$ cat src/rtl/rpn_pkg.sv
// Shared types and sizes for the RPN stack sequencer slice.
package rpn_pkg;

  localparam int WIDTH   = 32;
  localparam int DEPTH   = 16;
  localparam int DEPTH_W = $clog2(DEPTH + 1);

  typedef enum logic [1:0] {
    ADD = 2'd0,
    SUB = 2'd1,
    XOR = 2'd2,
    OUT = 2'd3
  } op_t;

  typedef enum logic [2:0] {
    IDLE,
    PUSH,
    POP_B,
    WAIT_B,
    POP_A,
    WAIT_A,
    EXEC,
    RESULT
  } state_t;

endpackage

$ cat src/rtl/rpn_stack_sequencer_if.sv
// Token handshake between a token producer (master) and the sequencer (slave).
interface rpn_stack_sequencer_if;
  import rpn_pkg::*;

  logic             tok_valid;
  logic             tok_ready;
  logic             tok_is_op;
  op_t              tok_op;
  logic [WIDTH-1:0] tok_data;

  modport master (output tok_valid, tok_is_op, tok_op, tok_data, input tok_ready);
  modport slave  (input tok_valid, tok_is_op, tok_op, tok_data, output tok_ready);
endinterface

$ cat src/rtl/rpn_alu.sv
// Combinational operator unit: result = a op b, modulo 2^WIDTH.
module rpn_alu
  import rpn_pkg::*;
(
  input  logic [WIDTH-1:0] a,
  input  logic [WIDTH-1:0] b,
  input  op_t              op,
  output logic [WIDTH-1:0] result
);

  // Operator select; OUT never reaches EXEC so its arm is a don't-care zero.
  always_comb begin
    // NOTE: every combinational output gets a default first so no path can infer a latch.
    result = '0;
    case (op)
      ADD:     result = a + b;
      SUB:     result = a - b;
      XOR:     result = a ^ b;
      default: result = '0;
    endcase
  end

endmodule

$ cat src/rtl/rpn_stack_sequencer.sv
// RPN token sequencer driving an external 16x32 LIFO. Numbers are pushed,
// binary operators pop b then a and push a op b, OUT pops and reports the top.
module rpn_stack_sequencer
  import rpn_pkg::*;
(
  input  logic                 clk,
  input  logic                 rst_n,
  rpn_stack_sequencer_if.slave tok,
  input  logic                 err_clr,
  output logic                 err,
  output logic                 res_valid,
  output logic [WIDTH-1:0]     res_data,
  output logic                 stk_push,
  output logic                 stk_pop,
  output logic [WIDTH-1:0]     stk_din,
  input  logic [WIDTH-1:0]     stk_dout,
  input  logic                 stk_full
);

  state_t               state, state_d;
  op_t                  op_q;
  logic [DEPTH_W-1:0]   depth;
  logic [WIDTH-1:0]     a_q, b_q, din_q, alu_res;
  logic                 accept, err_set;

  // The LIFO's own full flag is observed but occupancy is tracked by depth.
  logic unused_stk_full;
  assign unused_stk_full = stk_full;

  rpn_alu u_alu (
    .a      (a_q),
    .b      (b_q),
    .op     (op_q),
    .result (alu_res)
  );

  // Output decode from registered state only; tok_ready never sees tok_valid.
  assign tok.tok_ready = (state == IDLE) && !err;
  assign accept        = tok.tok_valid && tok.tok_ready;
  assign stk_push      = (state == PUSH) || (state == EXEC);
  assign stk_pop       = (state == POP_B) || (state == POP_A);
  assign res_valid     = (state == RESULT);
  assign stk_din       = (state == EXEC) ? alu_res : din_q;

  // Next-state and error detection for the token sequence.
  always_comb begin
    state_d = state;
    err_set = 1'b0;
    case (state)
      IDLE: begin
        if (accept) begin
          if (!tok.tok_is_op) begin
            if (depth == DEPTH_W'(DEPTH)) err_set = 1'b1;
            else                          state_d = PUSH;
          end else if (tok.tok_op == OUT) begin
            if (depth == '0) err_set = 1'b1;
            else             state_d = POP_B;
          end else begin
            if (depth < DEPTH_W'(2)) err_set = 1'b1;
            else                     state_d = POP_B;
          end
        end
      end
      PUSH:    state_d = IDLE;
      POP_B:   state_d = WAIT_B;
      WAIT_B:  state_d = (op_q == OUT) ? RESULT : POP_A;
      POP_A:   state_d = WAIT_A;
      WAIT_A:  state_d = EXEC;
      EXEC:    state_d = IDLE;
      RESULT:  state_d = IDLE;
      default: state_d = IDLE;
    endcase
  end

  // State register; reset abandons any sequence in flight.
  always_ff @(posedge clk or negedge rst_n) begin
    // NOTE: sequential state uses non-blocking assignments so every register samples pre-edge values.
    if (!rst_n) state <= IDLE;
    else        state <= state_d;
  end

  // Depth counter mirrors LIFO occupancy; push and pop are mutually exclusive by state.
  always_ff @(posedge clk or negedge rst_n) begin
    if (!rst_n)        depth <= '0;
    else if (stk_push) depth <= depth + 1'b1;
    else if (stk_pop)  depth <= depth - 1'b1;
  end

  // Sticky error; a clear request takes priority over a coincident new error.
  always_ff @(posedge clk or negedge rst_n) begin
    if (!rst_n)       err <= 1'b0;
    else if (err_clr) err <= 1'b0;
    else if (err_set) err <= 1'b1;
  end

  // Token capture, operand capture from the LIFO, and held OUT result.
  always_ff @(posedge clk or negedge rst_n) begin
    if (!rst_n) begin
      op_q     <= ADD;
      din_q    <= '0;
      a_q      <= '0;
      b_q      <= '0;
      res_data <= '0;
    end else begin
      if (accept) begin
        op_q <= tok.tok_op;
        if (!tok.tok_is_op) din_q <= tok.tok_data;
      end
      if (state == WAIT_B) begin
        b_q <= stk_dout;
        if (op_q == OUT) res_data <= stk_dout;
      end
      if (state == WAIT_A) a_q <= stk_dout;
    end
  end

endmodule

$ cat src/flat_wrapper.sv
// flat-port wrapper written by rule: the top's interface ports become plain ports
module rpn_stack_sequencer_flat import rpn_pkg::*;
  (clk, rst_n, err_clr, err, res_valid, res_data, stk_push, stk_pop, stk_din, stk_dout, stk_full, tok_tok_valid, tok_tok_is_op, tok_tok_op, tok_tok_data, tok_tok_ready);
  rpn_stack_sequencer_if tok_i ();
  input  logic clk;
  input  logic rst_n;
  input  logic err_clr;
  output logic err;
  output logic res_valid;
  output logic [WIDTH-1:0] res_data;
  output logic stk_push;
  output logic stk_pop;
  output logic [WIDTH-1:0] stk_din;
  input  logic [WIDTH-1:0] stk_dout;
  input  logic stk_full;
  input wire logic [$bits(tok_i.tok_valid)-1:0] tok_tok_valid;
  input wire logic [$bits(tok_i.tok_is_op)-1:0] tok_tok_is_op;
  input wire logic [$bits(tok_i.tok_op)-1:0] tok_tok_op;
  input wire logic [$bits(tok_i.tok_data)-1:0] tok_tok_data;
  output wire logic [$bits(tok_i.tok_ready)-1:0] tok_tok_ready;
  assign tok_i.tok_valid = tok_tok_valid;
  assign tok_i.tok_is_op = tok_tok_is_op;
  assign tok_i.tok_op = tok_tok_op;
  assign tok_i.tok_data = tok_tok_data;
  assign tok_tok_ready = tok_i.tok_ready;
  rpn_stack_sequencer u_core (.clk(clk), .rst_n(rst_n), .tok(tok_i), .err_clr(err_clr), .err(err), .res_valid(res_valid), .res_data(res_data), .stk_push(stk_push), .stk_pop(stk_pop), .stk_din(stk_din), .stk_dout(stk_dout), .stk_full(stk_full));
endmodule
$ cat config.mk
export PLATFORM = sky130hd
export DESIGN_NAME = rpn_stack_sequencer_flat
export DESIGN_NICKNAME = d
export VERILOG_FILES = /design/src/rtl/rpn_pkg.sv /design/src/rtl/rpn_stack_sequencer_if.sv /design/src/rtl/rpn_alu.sv /design/src/rtl/rpn_stack_sequencer.sv /design/src/flat_wrapper.sv
export SDC_FILE = /design/constraint.sdc
export NUM_CORES = 1
export LEC_CHECK = 0
export CELL_PAD_IN_SITES_DETAIL_PLACEMENT = 1
export CELL_PAD_IN_SITES_GLOBAL_PLACEMENT = 2
export CORE_UTILIZATION = 36
export CTS_CLUSTER_DIAMETER = 150
export CTS_CLUSTER_SIZE = 40
export DETAILED_ROUTE_END_ITERATION = 16
export PLACE_DENSITY_LB_ADDON = 0.1
export SYNTH_ARGS = -nofsm -noshare
export SYNTH_HDL_FRONTEND = slang
export SYNTH_HIERARCHICAL = 1
export SYNTH_SLANG_ARGS = --single-unit
$ cat constraint.sdc
create_clock -name clk -period 5.5 [get_ports clk]
set_input_delay 0.825 -clock clk [delete_from_list [all_inputs] [get_ports clk]]
set_output_delay 0.825 -clock clk [all_outputs]
set_load 0.05 [all_outputs]
==> flow_summary.yaml, run 1 <==
synthesis:
  syn_area_um2: 8922
  synth_xor_area_share_pct: 9.115
  synth_flop_cell: "dfrtp_1"
  avgSynthCellArea_um2: 11.17
  synthMuxAreaShare_pct: 22.07
  async_reset_ff_share_pct: 100.0
  syn-num-nets: 908
  synth_cells: 799
  ys_ff_latch: 139
  synth-simple-area-share_pct: 9.157
  ys_types: 70
  synth-edff-count: 0
  yosysSeqAreaShare_pct: 38.98
  synth_compound_area_share_pct: 11.84
  synth_top_family_by_area: "multiplexers"
  yosys_warnings: 6
  synth_adder_area_share_pct: 5.357
global_route:
  gr-usage-all-layers_pct: 20.22
  grt_pass1_vias: 7354
  grt_pass1_wl_mm: 40.77
  grt_max_degree: 93
  overflow: 0
  antenna_found_initial: 0
cts:
  insertion_delay_ps: 430
  postCtsHoldBufs: 0
  cts_tree: "built"
  clockBufferDepth: 2
  htreeDepth: 4
  cts_root_buffer: "clkbuf_16"
  path_clk_slew_ps: 60
  numCtsBuffers: 17
  cts.sinks: 139
drt:
  wl_met1_mm: 11.57
  wire_per_inst_um: 19.54
  first_iter_violations: 239
  firstDrtPassIters: 4
  num_vias: 6635
  top_layer: "met4"
  drt_wl_total_mm: 24.73
  met2_length_mm: 12.12
  wl_met3_um: 793
  vias_per_cell: 5.241
  drtAntennaViolNets: 0
  drc_errors: 0
timing:
  finalSetupViolations: 0
  worst_pin_slew_ps: 1088
  finClkSkew_ps: 15.62
  max_slew_margin_pct: 27.07
  fmax_mhz: 189.0
  min_period_ps: 5291
  slew_viol_final: 0
  period_share_pct: 96.21
  hold_viol: 0
run_status:
  outcome: "finished clean"
die:
  dieHeight_um: 159.4
  rows: 57
  fp.dieArea_um2: 25420
  start_util_pct: 36.69
  die_w_um: 159.4
  fp.coreArea_um2: 24320
  ios: 141
worst_setup_path:
  start_kind: "flop"
  endpoint_kind: "output pin"
  required_ps: 4680
  crit_type: "flop to output pin"
  cp_max_fo: 6
  cp.arrival_ps: 4470
cells_and_area:
  area_delta_synth_final_pct: 28.15
  layout.nets: 1039
  drive_gt1_share_pct: 30.47
  antenna_cells: 0
  instances_no_fill: 1266
placement:
  io_buffers: 139
  dp_hpwl_mm: 17.84
  place_inst: 1232
  place.gp.congestion: 0.8106
flow_run:
  cap_violations: 0
hold_path:
  hold_path.class: "input port to asynchronous set/reset pin"
## kinds of logic (layout without fill, tap and decap cells)
group / Yosys count / after routing
AOI/OAI and AO/OA: 161 / 161
adders and majority gates: 37 / 37
muxes: 165 / 165
DFF: 139 / 139
and+or+nand+nor: 148 / 148
buffers and inverters: 57 / 200
xor gates and xnor gates: 92 / 92
## cells in the mapped netlist, types with 5 or more instances
master	count	area (um2)
a21o_1	14	105.1
a21oi_1	48	240.2
a21oi_2	5	43.79
a31oi_1	5	31.28
and2_1	5	31.28
and3_1	6	37.54
buf_2	11	55.05
buf_4	6	45.04
buf_6	8	90.09
clkbuf_1	15	56.30
dfrtp_1	139	3478
ha_1	35	437.9
inv_1	15	56.30
mux2_2	134	1509
mux2_4	30	450.4
nand2_1	31	116.4
nand2b_1	9	56.30
nand3_1	14	70.07
nand4_1	5	31.28
nor2_1	40	150.1
nor3_1	11	55.05
o21ai_0	21	105.1
o21ai_1	5	25.02
o22ai_1	25	156.4
o31ai_1	5	37.54
xnor2_1	72	630.6
xor2_1	19	166.4
## cell usage in the layout (no fill, tap or decap), drive strengths merged, types with 3 or more instances in the layout
master         synthesis  layout
xor2                  19      19
o21ai                 27      27
o41ai                  3       3
nand2                 31      31
mux2                 164     164
dfrtp                139     139
inv                   15      22
clkbuf                15      18
nor4                   7       7
and3                   7       7
nor3                  11      11
a21o                  14      14
a21boi                 4       4
nand2b                 9       9
a211o                  3       3
o31ai                  5       5
ha                    35      35
nand4                  5       5
o22ai                 25      25
a31oi                  6       6
buf                   27      44
nand3b                 5       5
and2                   5       5
xnor2                 73      73
a211oi                 3       3
clkinvlp               0       3
nor2b                  3       3
nand3                 15      15
clkdlybuf4s50          0     110
a21oi                 53      53
o21a                   4       4
nor2                  41      41
## what timing repair did
action / in CTS / in global routing
setup endpoints to repair: 10 / 11
gates resized for setup: 7 / 28
endpoints found under the hold margin: 0 / 0
pin swaps: 0 / 3
buffers inserted: 0 / 3
## layout make-up
| type | instances | area, um2 |
|---|---|---|
| clock buffer | 18 | 439.2 |
| clock inverter | 13 | 157.7 |
| fill | 2550 | 12890 |
| inverter | 15 | 56.30 |
| multi-input combinational | 603 | 5296 |
| sequential | 139 | 3481 |
| tap | 324 | 405.4 |
| timing repair buffer | 154 | 1598 |
## path summary, 6_finish.rpt
check | end | slack [ps] | start | cells past startpoint
max reg2reg | u_core/res_data[13]$_DFFE_PN0P_ | 2640 | u_core/state[1]$_DFFE_PN0P_ | 3
min in group clk | u_core/res_data[11]$_DFFE_PN0P_ | 510 | u_core/res_data[11]$_DFFE_PN0P_ | 1
max in group asynchronous | u_core/res_data[2]$_DFFE_PN0P_ | 3850 | rst_n | 2
min reg2reg | u_core/res_data[11]$_DFFE_PN0P_ | 510 | u_core/res_data[11]$_DFFE_PN0P_ | 1
min | u_core/din_q[15]$_DFFE_PN0P_ | 480 | rst_n | 1
max | stk_din[28] | 210 | u_core/b_q[5]$_DFFE_PN0N_ | 16
## critical path: stages (launching register included)
cell and delay [ps]:
dfrtp_1 440, nor4_4 360, buf_4 180, nand2_1 60, o41ai_1 370, xor2_1 130, ha_1 430, and4_4 280
nand3_1 90, a21oi_2 190, o21ai_2 130, o41ai_4 500, a221oi_2 140, xor2_1 170, o22ai_1 110, mux2_2 310
buf_12 150
## through the flow
stage               cell area (um2)  util [%]  setup TNS [ps]  worst slack (ps)  hold WS (ps)
floorplan                      8922         -               0             906.5         459.9
global placement              10650     43.79               0             292.6         483.2
detailed placement            10650     43.79               0             291.3         488.5
CTS                           11290     46.41               0             13.83         509.9
global route                  11430     47.01          -39.12            -28.71         519.0
finish                        11430     47.01               0             208.6         476.4
## metal layers
layer / GRT usage, % / up-vias
met4: 4.808 / 0
met1: 26.59 / 3334
met3: 3.751 / 18
met2: 34.31 / 134
met5: 0 / -
li1: - / 3149
## registers in the layout, summed over array words and instances (netlist names)
| register | flops |
|---|---|
| u_core/b_q | 32 |
| u_core/depth | 5 |
| u_core/state | 3 |
| u_core/a_q | 32 |
| u_core/din_q | 32 |
| u_core/err | 1 |
| u_core/op_q | 2 |
| u_core/res_data | 32 |
Power of run 1 is not shown: default switching activity piles up to over one toggle a cycle in this logic, so the estimate is an artifact.
==> run 2, diff against run 1 <==
- PLACE_DENSITY: unset -> 0.77
- PLACE_DENSITY_LB_ADDON: 0.1 -> unset
==> flow_summary.yaml, run 2 (same netlist as run 1, synthesis figures left out) <==
worst_setup_path:
  cp_slowest_cell: "dfrtp_2"
  cp.arrival_ps: 4570
  cpPeakStageDelay_ps: 460
  cp_num_buf_inv: 1
  cpLargestDelayFamily: "simple AND/OR/NAND/NOR gates"
  path_cells: "nor4_4, nand2_2, nor3_4, and2_1, nand2_1, o41ai_2, xor2_1, ha_2, a21oi_2, o21a_1, o21ai_0, or4_1, a31oi_2, xnor2_1, a21oi_1, mux2_2, buf_12"
  required_ps: 4680
  crit_type: "flop to output pin"
  cp.depth: 17
  endpoint_kind: "output pin"
  start_kind: "flop"
  cp_max_fo: 6
  ff2ff_path_depth: 3
drt:
  first_iter_violations: 260
  drtAntennaViolNets: 0
  vias_per_cell: 5.277
  drt_wl_total_mm: 24.54
  firstDrtPassIters: 6
  drc_errors: 0
  wire_per_inst_um: 19.40
  num_vias: 6676
cts:
  postCtsHoldBufs: 0
  clockBufferDepth: 2
  insertion_delay_ps: 430
  numCtsBuffers: 17
  cts_tree: "built"
  htreeDepth: 4
  cts_root_buffer: "clkbuf_16"
  cts.sinks: 139
  path_clk_slew_ps: 70
timing:
  min_period_ps: 5396
  max_slew_margin_pct: 28.09
  fmax_mhz: 185.3
  finalSetupViolations: 0
  hold_viol: 0
  rsz0062_at_grt: "true"
  setup_tns_ps: 0
  finClkSkew_ps: 8.149
  worst_pin_slew_ps: 1076
  slew_viol_final: 0
  period_share_pct: 98.11
die:
  rows: 57
  start_util_pct: 36.69
  die_w_um: 159.4
  ios: 141
  dieHeight_um: 159.4
  fp.coreArea_um2: 24320
  fp.dieArea_um2: 25420
cells_and_area:
  mostFrequentLayoutCells: "dfrtp_1, mux2_2, clkdlybuf4s50_1"
  instances_no_fill: 1265
  fillers: 2511
  layout.nets: 1037
  area_delta_synth_final_pct: 28.47
  drive_gt1_share_pct: 29.97
  antenna_cells: 0
  ff_latch_area_um2: 3482
  mostFrequentLayoutCell: "dfrtp_1"
  multi_input_area_um2: 5253
global_route:
  grt_pass1_vias: 7108
  grt_pass1_wl_mm: 40.05
  antenna_found_initial: 0
  gr-usage-all-layers_pct: 20.19
  overflow: 0
  grt_max_degree: 100
placement:
  io_buffers: 139
  place_inst: 1229
  place.gp.congestion: 0.8079
  dp_hpwl_mm: 17.42
flow_run:
  cap_violations: 0
run_status:
  outcome: "finished clean"
hold_path:
  hold_path.class: "input port to asynchronous set/reset pin"
[run 2: layout make-up]
class | count | area share [%]
Clock inverter | 12 | 1.539
Sequential cell | 139 | 30.38
Tap cell | 324 | 3.537
Timing Repair Buffer | 152 | 14.25
Multi-Input combinational cell | 603 | 45.82
Clock buffer | 20 | 3.984
Inverter | 15 | 0.4912
[run 2: through the flow]
| stage | area [um2] | hold slack [ps] | setup WS, ps | util [%] |
|---|---|---|---|---|
| floorplan | 8922 | 459.9 | 906.5 | - |
| global placement | 10680 | 484.4 | 315.0 | 43.90 |
| detailed placement | 10680 | 490.0 | 248.8 | 43.90 |
| CTS | 11350 | 500.3 | 32.20 | 46.68 |
| global route | 11460 | 518.8 | -105.1 | 47.13 |
| finish | 11460 | 471.3 | 104.0 | 47.13 |
[run 2: path summary, 6_finish.rpt]
kind | slack [ps] | startpoint | end
min in group clk | 490 | u_core/depth[4]$_DFFE_PN0P_ | u_core/depth[4]$_DFFE_PN0P_
hold reg to reg | 490 | u_core/depth[4]$_DFFE_PN0P_ | u_core/depth[4]$_DFFE_PN0P_
hold / removal | 470 | rst_n | u_core/din_q[24]$_DFFE_PN0P_
setup reg to reg | 2670 | u_core/state[1]$_DFFE_PN0P_ | u_core/res_data[15]$_DFFE_PN0P_
setup / recovery | 100 | u_core/b_q[11]$_DFFE_PN0N_ | stk_din[31]
max in group asynchronous | 3930 | rst_n | u_core/b_q[10]$_DFFE_PN0N_
[run 2: per-layer routing]
layer	vias to the layer above	share of wire (%)	global-route usage, %
met1	3384	49	27.64
met3	23	3.1	3.751
met5	-	0	0
met2	113	46	32.46
li1	3156	-	-
met4	0	1.2	5.857
[run 2: timing repair]
item,CTS,global route
endpoints found under the setup margin,10,12
gates resized for setup,7,21
buffers inserted,0,4
pin swaps,0,4
Power of run 2 is left out for the same reason.
==> run 3, diff against run 2 <==
- CAP_MARGIN: unset -> 40
==> flow_summary.yaml, run 3 (same netlist as run 1, synthesis figures left out) <==
timing:
  worst_pin_slew_ps: 766.3
  finalSetupViolations: 0
  finClkSkew_ps: 9.520
  slew_viol_final: 0
  finalWorstSetupSlack_ps: 131.3
  setup_tns_ps: 0
  hold_viol: 0
  max_slew_margin_pct: 48.91
  period_share_pct: 97.61
  min_period_ps: 5369
  fmax_mhz: 186.3
die:
  fp.coreArea_um2: 24320
  start_util_pct: 36.69
  die_w_um: 159.4
  ios: 141
  rows: 57
  dieHeight_um: 159.4
  fp.dieArea_um2: 25420
drt:
  vias_per_cell: 5.222
  num_vias: 6653
  drtAntennaViolNets: 0
  drc_errors: 0
  first_iter_violations: 332
  drt_wl_total_mm: 24.48
  firstDrtPassIters: 4
  wire_per_inst_um: 19.22
worst_setup_path:
  cp_max_fo: 5
  crit_type: "flop to output pin"
  rr_endpoint: "u_core/depth[3]$_DFFE_PN0P_"
  r2r_start: "u_core/state[1]$_DFFE_PN0P_"
  ff2ff_path_depth: 8
  cp.arrival_ps: 4540
  rrSetupSlack_ps: 2760
  required_ps: 4680
  endpoint_kind: "output pin"
  start_kind: "flop"
cts:
  path_clk_slew_ps: 60
  clockBufferDepth: 2
  postCtsHoldBufs: 0
  cts.sinks: 139
  insertion_delay_ps: 430
  cts_root_buffer: "clkbuf_16"
  numCtsBuffers: 17
  htreeDepth: 4
  cts_tree: "built"
cells_and_area:
  layout.nets: 1046
  mostFrequentLayoutCell: "dfrtp_1"
  fillers: 2527
  antenna_cells: 0
  drive_gt1_share_pct: 30.95
  utilization_pct: 47.57
  mostFrequentLayoutCells: "dfrtp_1, mux2_2, clkdlybuf4s50_1"
  instances_no_fill: 1274
  area_delta_synth_final_pct: 29.67
placement:
  dp_hpwl_mm: 17.74
  io_buffers: 139
  place.gp.congestion: 0.8079
  place_inst: 1232
  place_ws_ps: 259.6
run_status:
  outcome: "finished clean"
global_route:
  gr-usage-all-layers_pct: 19.88
  antenna_found_initial: 0
  grt_pass1_vias: 7045
  grt_max_degree: 81
  overflow: 0
  grt_pass1_wl_mm: 39.67
hold_path:
  hold_path.class: "input port to asynchronous set/reset pin"
flow_run:
  cap_violations: 0
-- run 3: worst max path at each step --
| stage | endpoint | start | depth (start not counted) | slack, ps |
|---|---|---|---|---|
| floorplan | stk_din[29] | u_core/b_q[2]$_DFFE_PN0N_ | 18 | 910 |
| global placement | stk_din[29] | u_core/b_q[12]$_DFFE_PN0N_ | 18 | 310 |
| detailed placement | stk_din[29] | u_core/b_q[12]$_DFFE_PN0N_ | 18 | 260 |
| CTS | stk_din[29] | u_core/b_q[12]$_DFFE_PN0N_ | 18 | 30 |
| global route | stk_din[31] | u_core/b_q[11]$_DFFE_PN0N_ | 17 | -30 |
| finish | stk_din[31] | u_core/b_q[11]$_DFFE_PN0N_ | 17 | 130 |
-- run 3: final cells by class --
cell class / instances / area, um2 / share of cell area (%)
clock buffers: 19 / 442.9 / 3.828
repair buffers: 161 / 1753 / 15.15
flip-flops and latches: 139 / 3485 / 30.12
multi-input cells: 603 / 5273 / 45.57
inverters: 15 / 56.30 / 0.4866
well taps: 324 / 405.4 / 3.504
clock inverters: 13 / 155.1 / 1.341
-- run 3: worst max-delay path: stages (launching register included) --
cell     delay [ps]
dfrtp_2         430
nor4_4          390
nand2_2         140
nor3_4          220
and2_4          190
nand2_2          70
o41ai_2         350
xor2_1          280
ha_4            270
a21oi_4         170
o21a_1          160
o21ai_1          90
or4_4           450
a31oi_4         210
xnor2_1         140
a21oi_1         100
mux2_4          300
buf_12          150
-- run 3: metrics by stage --
stage | area, um2 | hold WS (ps)
floorplan | 8922 | 459.9
global placement | 10680 | 484.4
detailed placement | 10750 | 490.2
CTS | 11380 | 220.9
global route | 11570 | 227.0
finish | 11570 | 235.2
-- run 3: per-layer routing --
layer / vias up / GRT usage [%] / part of all wire, %
li1: 3178 / - / -
met1: 3342 / 27.63 / 49
met2: 110 / 31.60 / 47
met3: 23 / 3.595 / 3.3
met4: 0 / 5.638 / 1.2
met5: - / 0 / 0
-- run 3: repair_timing --
item / 4_1_cts / 5_1_grt
gates resized for setup: 6 / 29
setup buffers: 0 / 10
setup endpoints to repair: 6 / 11
pin swaps: 0 / 15
Power of run 3 is left out for the same reason.
